==> src/rtl/mem_access_pkg.sv <==
// rtl/mem_access_pkg.sv - memory-op codes, FSM states and lane helpers for mem_access
package mem_access_pkg;

    localparam logic ENABLE  = 1'b1;
    localparam logic DISABLE = 1'b0;

    localparam int MEM_OP_BUS = 4;
    typedef logic [MEM_OP_BUS-1:0] mem_op_t;

    localparam mem_op_t MEM_OP_NONE = 4'd0;
    localparam mem_op_t MEM_OP_LB   = 4'd1;
    localparam mem_op_t MEM_OP_LBU  = 4'd2;
    localparam mem_op_t MEM_OP_LH   = 4'd3;
    localparam mem_op_t MEM_OP_LHU  = 4'd4;
    localparam mem_op_t MEM_OP_LW   = 4'd5;
    localparam mem_op_t MEM_OP_SB   = 4'd6;
    localparam mem_op_t MEM_OP_SH   = 4'd7;
    localparam mem_op_t MEM_OP_SW   = 4'd8;

    typedef enum logic {
        STATE_IDLE = 1'b0,
        STATE_REQ  = 1'b1
    } state_e;

    // Lane mask for lane 0; zero marks a non-memory op (including codes 9-15).
    function automatic logic [3:0] op_base_mask(input mem_op_t op);
        case (op)
            MEM_OP_LB, MEM_OP_LBU, MEM_OP_SB: return 4'b0001;
            MEM_OP_LH, MEM_OP_LHU, MEM_OP_SH: return 4'b0011;
            MEM_OP_LW, MEM_OP_SW:             return 4'b1111;
            default:                          return 4'b0000;
        endcase
    endfunction

    function automatic logic op_is_load(input mem_op_t op);
        return (op >= MEM_OP_LB) && (op <= MEM_OP_LW);
    endfunction

    function automatic logic op_is_store(input mem_op_t op);
        return (op >= MEM_OP_SB) && (op <= MEM_OP_SW);
    endfunction

    function automatic logic op_aligned(input mem_op_t op, input logic [1:0] lane);
        case (op_base_mask(op))
            4'b0011: return !lane[0];
            4'b1111: return lane == 2'b00;
            default: return 1'b1;
        endcase
    endfunction

endpackage

==> src/rtl/load_extend.sv <==
// rtl/load_extend.sv - selects the addressed lane of a read word and sign/zero extends it
module load_extend
    import mem_access_pkg::*;
(
    input  mem_op_t     mem_op,
    input  logic [1:0]  lane,
    input  logic [31:0] rdata,
    output logic [31:0] data
);

    logic [31:0] shifted;

    assign shifted = rdata >> {lane, 3'b000};

    always_comb begin
        data = rdata;
        case (mem_op)
            MEM_OP_LB:  data = {{24{shifted[7]}}, shifted[7:0]};
            MEM_OP_LBU: data = {24'h0, shifted[7:0]};
            MEM_OP_LH:  data = {{16{shifted[15]}}, shifted[15:0]};
            MEM_OP_LHU: data = {16'h0, shifted[15:0]};
            default:    data = rdata;
        endcase
    end

endmodule

==> src/rtl/mem_access.sv <==
// rtl/mem_access.sv - MEM pipeline stage: req/ack data-memory access and registered writeback
module mem_access
    import mem_access_pkg::*;
#(
    parameter int ADDR_WIDTH     = 32,
    parameter int REG_ADDR_WIDTH = 5,
    parameter int DATA_WIDTH     = 32
) (
    input  logic                      clock,
    input  logic                      reset,
    input  logic                      in_valid,
    input  logic [MEM_OP_BUS-1:0]     in_mem_op,
    input  logic [ADDR_WIDTH-1:0]     in_addr,
    input  logic [DATA_WIDTH-1:0]     in_store_data,
    input  logic                      input_write_enable,
    input  logic [REG_ADDR_WIDTH-1:0] input_write_addr,
    input  logic [DATA_WIDTH-1:0]     input_write_data,
    input  logic                      flush,
    output logic                      stall,
    output logic                      mem_req,
    output logic                      mem_we,
    output logic [ADDR_WIDTH-1:0]     mem_addr,
    output logic [3:0]                mem_byte_sel,
    output logic [DATA_WIDTH-1:0]     mem_wdata,
    input  logic                      mem_ack,
    input  logic [DATA_WIDTH-1:0]     mem_rdata,
    output logic                      wb_valid,
    output logic                      write_enable,
    output logic [REG_ADDR_WIDTH-1:0] write_addr,
    output logic [DATA_WIDTH-1:0]     write_data,
    output logic                      exc_misaligned
);

    if (DATA_WIDTH != 32) begin : g_bad_width
        $error("mem_access supports DATA_WIDTH == 32 only");
    end

    state_e                    state;
    mem_op_t                   op_r;
    logic [1:0]                lane_r;
    logic                      we_r;
    logic [REG_ADDR_WIDTH-1:0] waddr_r;
    logic [DATA_WIDTH-1:0]     wdata_r;
    logic                      dropped;

    logic [3:0]            base_mask;
    logic [1:0]            lane;
    logic                  is_mem;
    logic                  aligned;
    logic                  accept;
    logic                  misaligned;
    logic [DATA_WIDTH-1:0] store_rep;
    logic [DATA_WIDTH-1:0] load_data;

    assign base_mask  = op_base_mask(in_mem_op);
    assign lane       = in_addr[1:0];
    assign is_mem     = |base_mask;
    assign aligned    = op_aligned(in_mem_op, lane);
    assign accept     = (state == STATE_IDLE) && in_valid && is_mem && aligned;
    assign misaligned = in_valid && is_mem && !aligned;
    assign stall      = (state == STATE_REQ) || accept;

    always_comb begin
        store_rep = in_store_data;
        case (base_mask)
            4'b0001: store_rep = {4{in_store_data[7:0]}};
            4'b0011: store_rep = {2{in_store_data[15:0]}};
            default: store_rep = in_store_data;
        endcase
    end

    load_extend u_load_extend (
        .mem_op (op_r),
        .lane   (lane_r),
        .rdata  (mem_rdata),
        .data   (load_data)
    );

    always_ff @(posedge clock or posedge reset) begin
        if (reset) begin
            state          <= STATE_IDLE;
            op_r           <= MEM_OP_NONE;
            lane_r         <= '0;
            we_r           <= DISABLE;
            waddr_r        <= '0;
            wdata_r        <= '0;
            dropped        <= DISABLE;
            mem_req        <= DISABLE;
            mem_we         <= DISABLE;
            mem_addr       <= '0;
            mem_byte_sel   <= '0;
            mem_wdata      <= '0;
            wb_valid       <= DISABLE;
            write_enable   <= DISABLE;
            write_addr     <= '0;
            write_data     <= '0;
            exc_misaligned <= DISABLE;
        end else begin
            case (state)
                STATE_IDLE: begin
                    wb_valid       <= DISABLE;
                    exc_misaligned <= DISABLE;
                    if (accept) begin
                        state        <= STATE_REQ;
                        mem_req      <= ENABLE;
                        mem_we       <= op_is_store(in_mem_op);
                        mem_addr     <= {in_addr[ADDR_WIDTH-1:2], 2'b00};
                        mem_byte_sel <= base_mask << lane;
                        mem_wdata    <= store_rep;
                        op_r         <= in_mem_op;
                        lane_r       <= lane;
                        we_r         <= input_write_enable;
                        waddr_r      <= input_write_addr;
                        wdata_r      <= input_write_data;
                        dropped      <= flush;
                    end else if (in_valid) begin
                        // Misaligned accesses retire here too, with the write suppressed.
                        wb_valid       <= !flush;
                        exc_misaligned <= misaligned && !flush;
                        write_enable   <= input_write_enable && !misaligned;
                        write_addr     <= input_write_addr;
                        write_data     <= input_write_data;
                    end
                end
                STATE_REQ: begin
                    if (mem_ack) begin
                        state        <= STATE_IDLE;
                        mem_req      <= DISABLE;
                        wb_valid     <= !(dropped || flush);
                        write_enable <= we_r && op_is_load(op_r);
                        write_addr   <= waddr_r;
                        write_data   <= op_is_load(op_r) ? load_data : wdata_r;
                        dropped      <= DISABLE;
                    end else begin
                        dropped <= dropped || flush;
                    end
                end
                default: state <= STATE_IDLE;
            endcase
        end
    end

endmodule

==> config.mk <==
export PLATFORM = sky130hd
export DESIGN_NAME = mem_access
export DESIGN_NICKNAME = d
export VERILOG_FILES = /design/src/rtl/mem_access_pkg.sv /design/src/rtl/load_extend.sv /design/src/rtl/mem_access.sv
export SDC_FILE = /design/constraint.sdc
export NUM_CORES = 1
export LEC_CHECK = 0
export ABC_AREA = 1
export BUFFER_PORTS_ARGS = -buffer_cell sky130_fd_sc_hd__buf_4
export CAP_MARGIN = 15
export CORE_ASPECT_RATIO = 0.75
export CORE_MARGIN = 5
export CORE_UTILIZATION = 40
export CTS_BUF_LIST = sky130_fd_sc_hd__clkbuf_16
export CTS_CLUSTER_DIAMETER = 30
export DETAILED_ROUTE_END_ITERATION = 10
export GPL_ROUTABILITY_DRIVEN = 0
export GPL_TIMING_DRIVEN = 0
export SLEW_MARGIN = 5
export SYNTH_ARGS = -nofsm -noshare
export SYNTH_HDL_FRONTEND = slang
export SYNTH_HIERARCHICAL = 1
export SYNTH_SLANG_ARGS = --single-unit
==> constraint.sdc <==
create_clock -name clock -period 6.54 [get_ports clock]
set_input_delay 0.654 -clock clock [delete_from_list [all_inputs] [get_ports clock]]
set_output_delay 0.654 -clock clock [all_outputs]
set_load 0.05 [all_outputs]
# After elaboration in Yosys (flattened, before gate mapping)
# Memory sizes are Yosys's and may differ from the RTL's.
# Index checks and enable logic that the tools add are counted.
[word_totals]
reg_bits = 154
rom_bits = 128
out_inout_bits = 111
mem_count = 2
[op_classes]
magnitude_cmp = 4
n_eq_ne = 12
shift = 2
muxes = 31
bitwise = 1
n_reduce_logical = 22
[memory_table]
columns = ["memory", "words", "word_bits", "read_ports", "rd_clocked_by_memory_dff", "wr", "line", "text"]
rows = [
  ["(no name shown)", 16, 4, 1, 0, 0, "mem_access_pkg.sv:27", "case (op)"],
  ["(no name shown)", 16, 4, 1, 0, 0, "mem_access_pkg.sv:27", ""],
]
[op_table]
columns = ["operator", "count"]
rows = [
  ["32-bit 2-to-1 mux", 4],
  ["32-bit one-hot mux with 2 select lines", 2],
  ["32-bit one-hot mux with 4 select lines", 1],
  ["32-bit by 5-bit >> shifter with 16-bit output", 1],
  ["4-bit by 2-bit equality test with 1-bit output, second input constant", 4],
  ["5-bit 2-to-1 mux", 3],
  ["1-bit 2-to-1 mux", 14],
  ["1-bit one-hot mux with 2 select lines", 6],
  ["1-bit logical AND", 10],
  ["5-bit one-hot mux with 2 select lines", 1],
  ["4-bit by 1-bit equality test with 1-bit output, second input constant", 2],
  ["2-bit != test, second input constant", 4],
  ["1-bit zero test", 5],
  ["4-bit by 3-bit equality test with 1-bit output, second input constant", 1],
  ["4-bit equality test, second input constant", 1],
  ["4-bit by 1-bit >= comparator with 1-bit output, second input constant", 1],
  ["4-bit by 3-bit >= comparator with 1-bit output, second input constant", 1],
  ["4-bit by 3-bit <= comparator with 1-bit output, second input constant", 1],
  ["4-bit <= comparator, second input constant", 1],
  ["2-bit AND reduction", 2],
  ["4-bit OR reduction", 1],
  ["4-bit by 2-bit << shifter with 4-bit output", 1],
  ["3-bit AND reduction", 1],
  ["2-bit zero test", 1],
  ["other kinds (2)", 3],
]

# Depth between registers and ports, before layout
# Gate-level depths: netlist of the first run.
# An unclocked memory read counts as a cell.
[logic_depth]
ltp_word = 10
depth_mapped = 12
ltp_nobuf = 11

# Modules after synthesis
# Netlist of the first run, hierarchy kept.
[by_module_without_submodules]
columns = ["mod", "instances", "cells_each", "area_per_inst_um2", "seq_area_each_um2"]
rows = [
  ["mem_access", 1, 911, 7168.1, 3853.7],
  ["load_extend", 1, 243, 1133.6, 0.0],
]

# Worst setup path after synthesis of the first run
# OpenSTA, ideal clock, no wires.
[synth_timing]
path_kind = "input to output"
start = "input port in_mem_op[1]"
end = "output port stall"
t_arrival_ps = 1811
required_ps = 5886
setup_slack_ps = 4075
cell_stages = 8
n_path_buf = 1
cell_sequence = "nor2_2 > nand2_1 > nand2_2 > nand2_2 > nor3_4 > nand2_4 > buf_4 > nand2_1"
[synth_via]
elab_chain_len = 5
[synth_lines]
columns = ["element", "line", "text"]
rows = [
  ["start: declaration", "mem_access.sv:12", "input logic [MEM_OP_BUS-1:0] in_mem_op,"],
  ["memory 16 x 4 bit", "n/a", ""],
  ["4-bit equality test (tied with other cells)", "mem_access_pkg.sv:44", "case (op_base_mask(op))"],
  ["1-bit one-hot mux with 2 select lines / 1-bit logical AND (equally long branches)", "mem_access_pkg.sv:44, mem_access.sv:59", ""],
  ["1-bit logical AND *", "mem_access.sv:59", "assign accept = (state == STATE_IDLE) && in_valid && is_mem && aligned;"],
  ["1-bit logical OR *", "mem_access.sv:61", "assign stall = (state == STATE_REQ) || accept;"],
  ["end: declaration", "mem_access.sv:19", "output logic stall,"],
]
# Mark *: on every way between the ends. The rest lies on a longest branch, timed or not.

# Worst setup path after layout of the first run
[layout_timing]
start = "register state"
end = "output port stall"
[layout_via]
elab_chain_len = 5
[layout_lines]
columns = ["element", "line", "text"]
rows = [
  ["start: declaration", "mem_access.sv:38", "state_e state;"],
  ["start signal: assignment", "mem_access.sv:81", "state <= STATE_IDLE;"],
  ["start signal: assignment", "mem_access.sv:104", "state <= STATE_REQ;"],
  ["start signal: assignment", "mem_access.sv:127", "state <= STATE_IDLE;"],
  ["1-bit inverter (no source line)", "n/a", ""],
  ["1-bit logical AND (3 in series)", "mem_access.sv:59", ""],
  ["1-bit logical OR *", "mem_access.sv:61", ""],
]
# Marked as above.

==> impl_results.md, run 1 <==
* Postcts setup bufs at 0
* Sum of negative setup slack at 0 ns
* Clock slew at reported path FFs at 0.06 ns
* Register area at 0.003854 mm2
* Final setup fails at 0
* Share of cells above drive strength 1 at 24.88%
* DRC Markers at 0
* Total Power at 4.422 mW
* Critical Path Fanout Max at 10
* Root buf cell: clkbuf_16
* Register bit count reported by yosys at 154
* Pins Over Slew Limit at 0
* Sequential-to-total area share from yosys stat at 46.42%
* Most common cell after layout, fill and taps aside: nand2_1
* Worst setup margin at 3.785 ns
* Antenna-violating nets left at 0
* Max frequency at 0.3630 GHz
* Max VDD drop at 181.0 uV
* CP peak stage delay at 0.56 ns
* # rows at 45
* Finished Layout Cells at 1721
* Sequential fraction of design power at 31.1%
* Placed cell area at 0.01058 mm2
* H-tree Lvls at 4
* Clock Skews at 0.01900 ns
* Vias/cell at 4.871
* Pwr per Cell Area at 396.4 mW/mm2
* Synth Warn # at 6
* Slew @ Worst Pin at 0.7004 ns
* Utilization after layout at 54.88%
* CTS tree: built
* Worst path slowest cell: clkbuf_1
* WL/cell at 16.21 um
* Area growth from synthesis to layout at 34.36%
* Worst setup EP type: output port
* Initial DRC Count at 775
* Design area at 0.01115 mm2
* GR Overflow Total at 0
* Cells after DPL at 1689
* Routed Wire Length at 27890 um
* Global-route wire length before repair at 43810 um
* Chip Width at 176.4 um
* CP Launch Type: flip-flop
* Die Y at 134.8 um
* Port buffer count at 251
* Num ports at 254
* CTS Buffer Depth at 2
* Largest net degree at the start of global routing at 83
* Fin crit share at 42.13%
* Leakage at 6.263 nW
* Library cells used by synthesis at 32
* Sw frac at 45.54%
* Ant diodes at 0
* Fillers at 2044
* Synth Instances at 1154
* Status: completed
* Clk_lat worst skew at 0.43 ns
* Drt pass-1 iters at 6
* Total CTS buffers at 17
* Unrepaired setup endpoints after global routing: false
* Mapped cell area at 0.008302 mm2
* Net switching power at 2.014 mW
* Final Critical Period at 2.755 ns
* Cell Chain, Critical Path: buf_2 -> inv_2 -> clkbuf_1 -> nand2_1 -> buf_4
* Area of the die at 0.02377 mm2
* Initial antenna violation count at 0
* Via count at 8383
* Max_slew headroom at 53.31%
* Critical path required time at 5.89 ns
* Area used by multi-input combinational logic at 0.003692 mm2
* Dpl ws at 3.874 ns
* Worst Hold Class: input pin to asynchronous set/reset pin
* Post-CTS Hold Buffers at 0
* Max cap viols at 0
* Clock Sinks at 154
* CP Class: flip-flop to output port
* DP Wirelength at 21090 um
* Vias in the first global route at 7981
* Clock network power share at 22.1%
* Most frequent cells in the layout: nand2_1, buf_4, nand3_1, dfrtp_1, inv_1
* Core Box Area at 0.02033 mm2
* Syn avg cell area at 7.194 um2
* All-Layer GR Usage at 23.29%
* Endpoints failing hold at 0
* Min Hold Slack at 0.2669 ns
* Int Power at 2.408 mW
* Logic pwr share at 46.8%
* Resized cells post-CTS at 0
* CP arrival at 2.10 ns
* Initial core utilization at 40.84%
* # nets final at 1569
==> synthesized netlist by cell type (all sizes together) <==
library cell,instances,area (um2)
nand3,169,873.3
buf,57,371.6
conb,1,3.750
dfrtp,154,3854
inv,86,327.8
mux2i,1,10.01
a22oi,17,127.6
nand4,1,6.260
nand2,515,1968
o31ai,1,7.510
a21oi,51,255.2
o21a,1,7.510
nor3,2,21.27
o21ai,50,254.0
clkbuf,15,56.30
nor2,32,153.9
clkinv,1,3.750
==> cells by family (layout without fill, tap and decap cells) <==
| logic type | after synthesis | after routing | synth area share [%] |
|---|---|---|---|
| other cells | 1 | 2 | 0.04517 |
| flops | 154 | 154 | 46.42 |
| compound gates | 120 | 120 | 7.852 |
| buf+inv | 159 | 443 | 9.148 |
| simple gates | 719 | 719 | 36.41 |
| mux | 1 | 1 | 0.1206 |
==> metal layers <==
| layer | GRT usage [%] | share of wire [%] | routed length [um] |
|---|---|---|---|
| met3 | 5.933 | 7.9 | 2216 |
| met2 | 33.83 | 43 | 11940 |
| met1 | 35.52 | 49 | 13530 |
| met5 | 0 | 0 | 0 |
| met4 | 4.081 | 0.74 | 206 |
==> final timing paths <==
path,slack (ns),cells past startpoint,startpoint,endpoint
min in group clock,0.42,3,in_addr[17],mem_addr[17]
worst max register to register,4.33,7,op_r[1],write_data[7]
worst max-delay path,3.78,5,state,stall
worst min register to register,0.48,2,write_data[25],write_data[25]
worst min-delay path,0.27,2,reset,mem_addr[10]
max in group asynchronous,5.44,3,reset,wdata_r[30]
==> flip-flops by register name, indices dropped and copies added (netlist names) <==
| name | cells |
|---|---|
| mem_byte_sel | 4 |
| we_r | 1 |
| state | 1 |
| write_enable | 1 |
| lane_r | 2 |
| mem_req | 1 |
| wb_valid | 1 |
| wdata_r | 32 |
| dropped | 1 |
| mem_wdata | 32 |
| mem_we | 1 |
| write_addr | 5 |
| exc_misaligned | 1 |
| write_data | 32 |
| waddr_r | 5 |
| op_r | 4 |
| mem_addr | 30 |
==> final cells by class <==
| cell class | count | area share, % |
|---|---|---|
| clock buffer | 17 | 3.814 |
| sequential | 154 | 34.55 |
| inverter | 87 | 3.040 |
| tap | 282 | 3.163 |
| multi-input combinational | 842 | 33.10 |
| timing repair buffer | 252 | 17.14 |
| clock inverter | 15 | 1.357 |
| buffer | 72 | 3.836 |
==> critical path, delay by kind of cell, from the launching register on <==
| kind | cells | cell delay [ns] |
|---|---|---|
| buffers and inverters | 4 | 1.13 |
| flip-flops | 1 | 0.35 |
| AND/OR/NAND/NOR | 1 | 0.20 |
==> power by group through the flow <==
stage	Clock (mW)	Sequential, mW	Combinational [mW]
final	0.978	1.38	2.07
after global routing	1.04	1.41	2.23
after CTS	1.00	1.37	2.07
after detailed placement	0	1.38	2.07
after global placement	0	1.38	2.06
after floorplan	0	2.03	0.746
Note: power is estimated with default switching activity, not from simulation.
==> run 2: changes to the inputs <==
Clock period 6.54 ns to 2.7 ns, I/O delays scaled along.
==> run 2 against run 1 <==
Core utilization rose by 0.41 points. Flip-flop and latch count did not move. Combinational power rose by 140%. Critical endpoint unchanged.
==> impl_results.md, run 2 (synthesis gave the netlist of run 1 again) <==
* Status: completed
* Pins Over Slew Limit at 0 (unchanged)
* Cell Chain, Critical Path: buf_2 -> inv_2 -> clkbuf_1 -> nand2_1 -> buf_4
* Cells after DPL at 1692 (+0.18%)
* Biggest regs: mem_wdata: 32 flops, wdata_r: 32 flops, write_data: 32 flops
* Clock Skews at 0.01169 ns (-0.007312 ns)
* Port buffer count at 251 (unchanged)
* FF-to-FF End: write_data[7]
* H-tree Lvls at 4 (unchanged)
* Resized cells post-CTS at 0 (unchanged)
* Clock slew at reported path FFs at 0.07 ns (about the same)
* CTS tree: built
* Most common cell after layout, fill and taps aside: nand2_1
* Max VDD drop at 563.4 uV (+210%)
* Share of cells above drive strength 1 at 25.29% (+0.42 points)
* Initial DRC Count at 742 (-4.3%)
* # rows at 45 (unchanged)
* CP Launch Type: flip-flop
* WL/cell at 16.32 um (+0.72%)
* Initial core utilization at 40.84% (unchanged)
* Final Critical Period at 2.400 ns
* Hold Path Stages at 3
* Unrepaired setup endpoints after global routing: false
* Clock Sinks at 154 (unchanged)
* Dpl ws at 0.4839 ns (-3.390 ns)
* Endpoints failing hold at 0 (unchanged)
* Most frequent cells in the layout: nand2_1, buf_4, nand3_1, dfrtp_1, inv_1
* Worst path slowest cell: clkbuf_1
* Sw frac at 45.76% (+0.22 points)
* Ant diodes at 0 (unchanged)
* Reg-to-reg startpoint: op_r[1]
* Max frequency at 0.4167 GHz
* GR Overflow Total at 0 (unchanged)
* Sequential fraction of design power at 30.7% (-0.4 points)
* Total Power at 10.84 mW (+150%)
* Die Y at 134.8 um (unchanged)
* Chip Width at 176.4 um (unchanged)
* Final setup fails at 0 (unchanged)
* Vias/cell at 4.896 (+0.51%)
* Antenna-violating nets left at 0 (unchanged)
* Drt pass-1 iters at 6 (unchanged)
* Routed Wire Length at 28160 um (+0.95%)
* Net switching power at 4.960 mW (+150%)
* Hold EP: mem_addr[21]
* Postcts setup bufs at 0 (unchanged)
* Int Power at 5.879 mW (+140%)
* CP arrival at 2.13 ns (+0.03 ns)
* Initial antenna violation count at 0 (unchanged)
* Leakage at 6.297 nW (+0.54%)
* FF-to-FF setup slack at 0.50 ns (-3.83 ns)
* Global-route wire length before repair at 44010 um (+0.46%)
* # nets final at 1573 (+0.25%)
* Clk_lat worst skew at 0.44 ns (about the same)
* DRC Markers at 0 (unchanged)
* Logic pwr share at 46.4% (-0.4 points)
* Total CTS buffers at 17 (unchanged)
* Worst setup margin at 0.3001 ns (-3.485 ns)
* Finished Layout Cells at 1725 (+0.23%)
* Fin crit share at 88.89%
* CP Class: flip-flop to output port
* Max cap viols at 0 (unchanged)
* Worst Hold Class: input pin to flip-flop
* Via count at 8445 (+0.74%)
* Post-CTS Hold Buffers at 1 (+1)
* Root buf cell: clkbuf_16
* Num ports at 254 (unchanged)
* Clock network power share at 23.0% (+0.9 points)
* Pwr per Cell Area at 964.6 mW/mm2 (+140%)
* Slew @ Worst Pin at 0.7026 ns (+0.002264 ns)
* CP peak stage delay at 0.56 ns (about the same)
* Critical Path Fanout Max at 10 (unchanged)
* Area of the die at 0.02377 mm2 (unchanged)
* R2r worst-path depth at 7 (unchanged)
* Max_slew headroom at 53.16% (-0.15 points)
* Area growth from synthesis to layout at 35.36%
* Sum of negative setup slack at 0 ns (unchanged)
* Largest net degree at the start of global routing at 39 (-53%)
* DP Wirelength at 21540 um (+2.1%)
* Core Box Area at 0.02033 mm2 (unchanged)
* CTS Buffer Depth at 2 (unchanged)
* Vias in the first global route at 8048 (+0.84%)
* All-Layer GR Usage at 23.39% (+0.10 points)
* Critical path required time at 2.43 ns (-3.46 ns)
* Worst setup EP type: output port
* Min-Delay Startpoint: in_addr[21]
-- run 2: changes by cell type in the layout (fill, tap and decap cells not counted) --
cell,previous run,this run
clkinvlp_4,2,3
inv_6,3,8
clkinv_4,5,0
buf_12,0,4
dlygate4sd3_1,0,1
clkinv_2,0,1
clkinv_1,3,1
inv_8,1,3
buf_16,1,0
inv_1,82,80
-- run 2: layer usage --
| metal | global-route usage, % | wire [um] | up-vias |
|---|---|---|---|
| met5 | 0 | 0 | - |
| li1 | - | - | 4208 |
| met2 | 35.01 | 12260 | 289 |
| met3 | 5.290 | 2079 | 22 |
| met4 | 5.241 | 372 | 0 |
| met1 | 34.75 | 13450 | 3926 |
-- run 2: power by group through the flow --
stage	Combinational [mW]	Sequential (mW)	Clock, mW
after floorplan	1.81	4.92	0
after global placement	4.98	3.34	0
after detailed placement	5.03	3.35	0
after CTS	5.04	3.33	2.54
after global routing	5.43	3.42	2.63
final	5.03	3.32	2.49
-- run 2: final cells by class --
type,count,area (um2)
Clock buffer,17,425.4
Inverter,87,335.3
Buffer,72,427.9
Multi-Input combinational cell,842,3692
Timing Repair Buffer,256,1974
Clock inverter,15,175.2
Fill cell,1995,9089
Sequential cell,154,3854
Tap cell,282,352.8
-- run 2: worst max-delay path by stage --
stage,from,to,slack [ns],cells past startpoint
after detailed placement,op_r[1],write_data[7],0.48,7
after global routing,state,stall,0.19,5
after floorplan,reset,dropped,0.49,1
after global placement,reset,write_data[4],-0.64,2
final,state,stall,0.30,5
after CTS,state,stall,0.30,5
-- run 2: worst max-delay path: cells and delay by family, from the launching register on --
family / cells / cell delay, ns
buf+inv: 4 / 1.14
simple gates: 1 / 0.20
flops: 1 / 0.35
-- run 2: per-stage QoR --
stage          utilization (%)  instance area, um2  hold WS (ns)
6_report                 55.28               11240       0.02639
3_3_place_gp             51.89               10550        0.4618
2_1_floorplan                -                8309        0.3655
3_5_place_dp             52.28               10630        0.2523
5_1_grt                  55.28               11240       0.02059
4_1_cts                  55.28               11240       0.01109
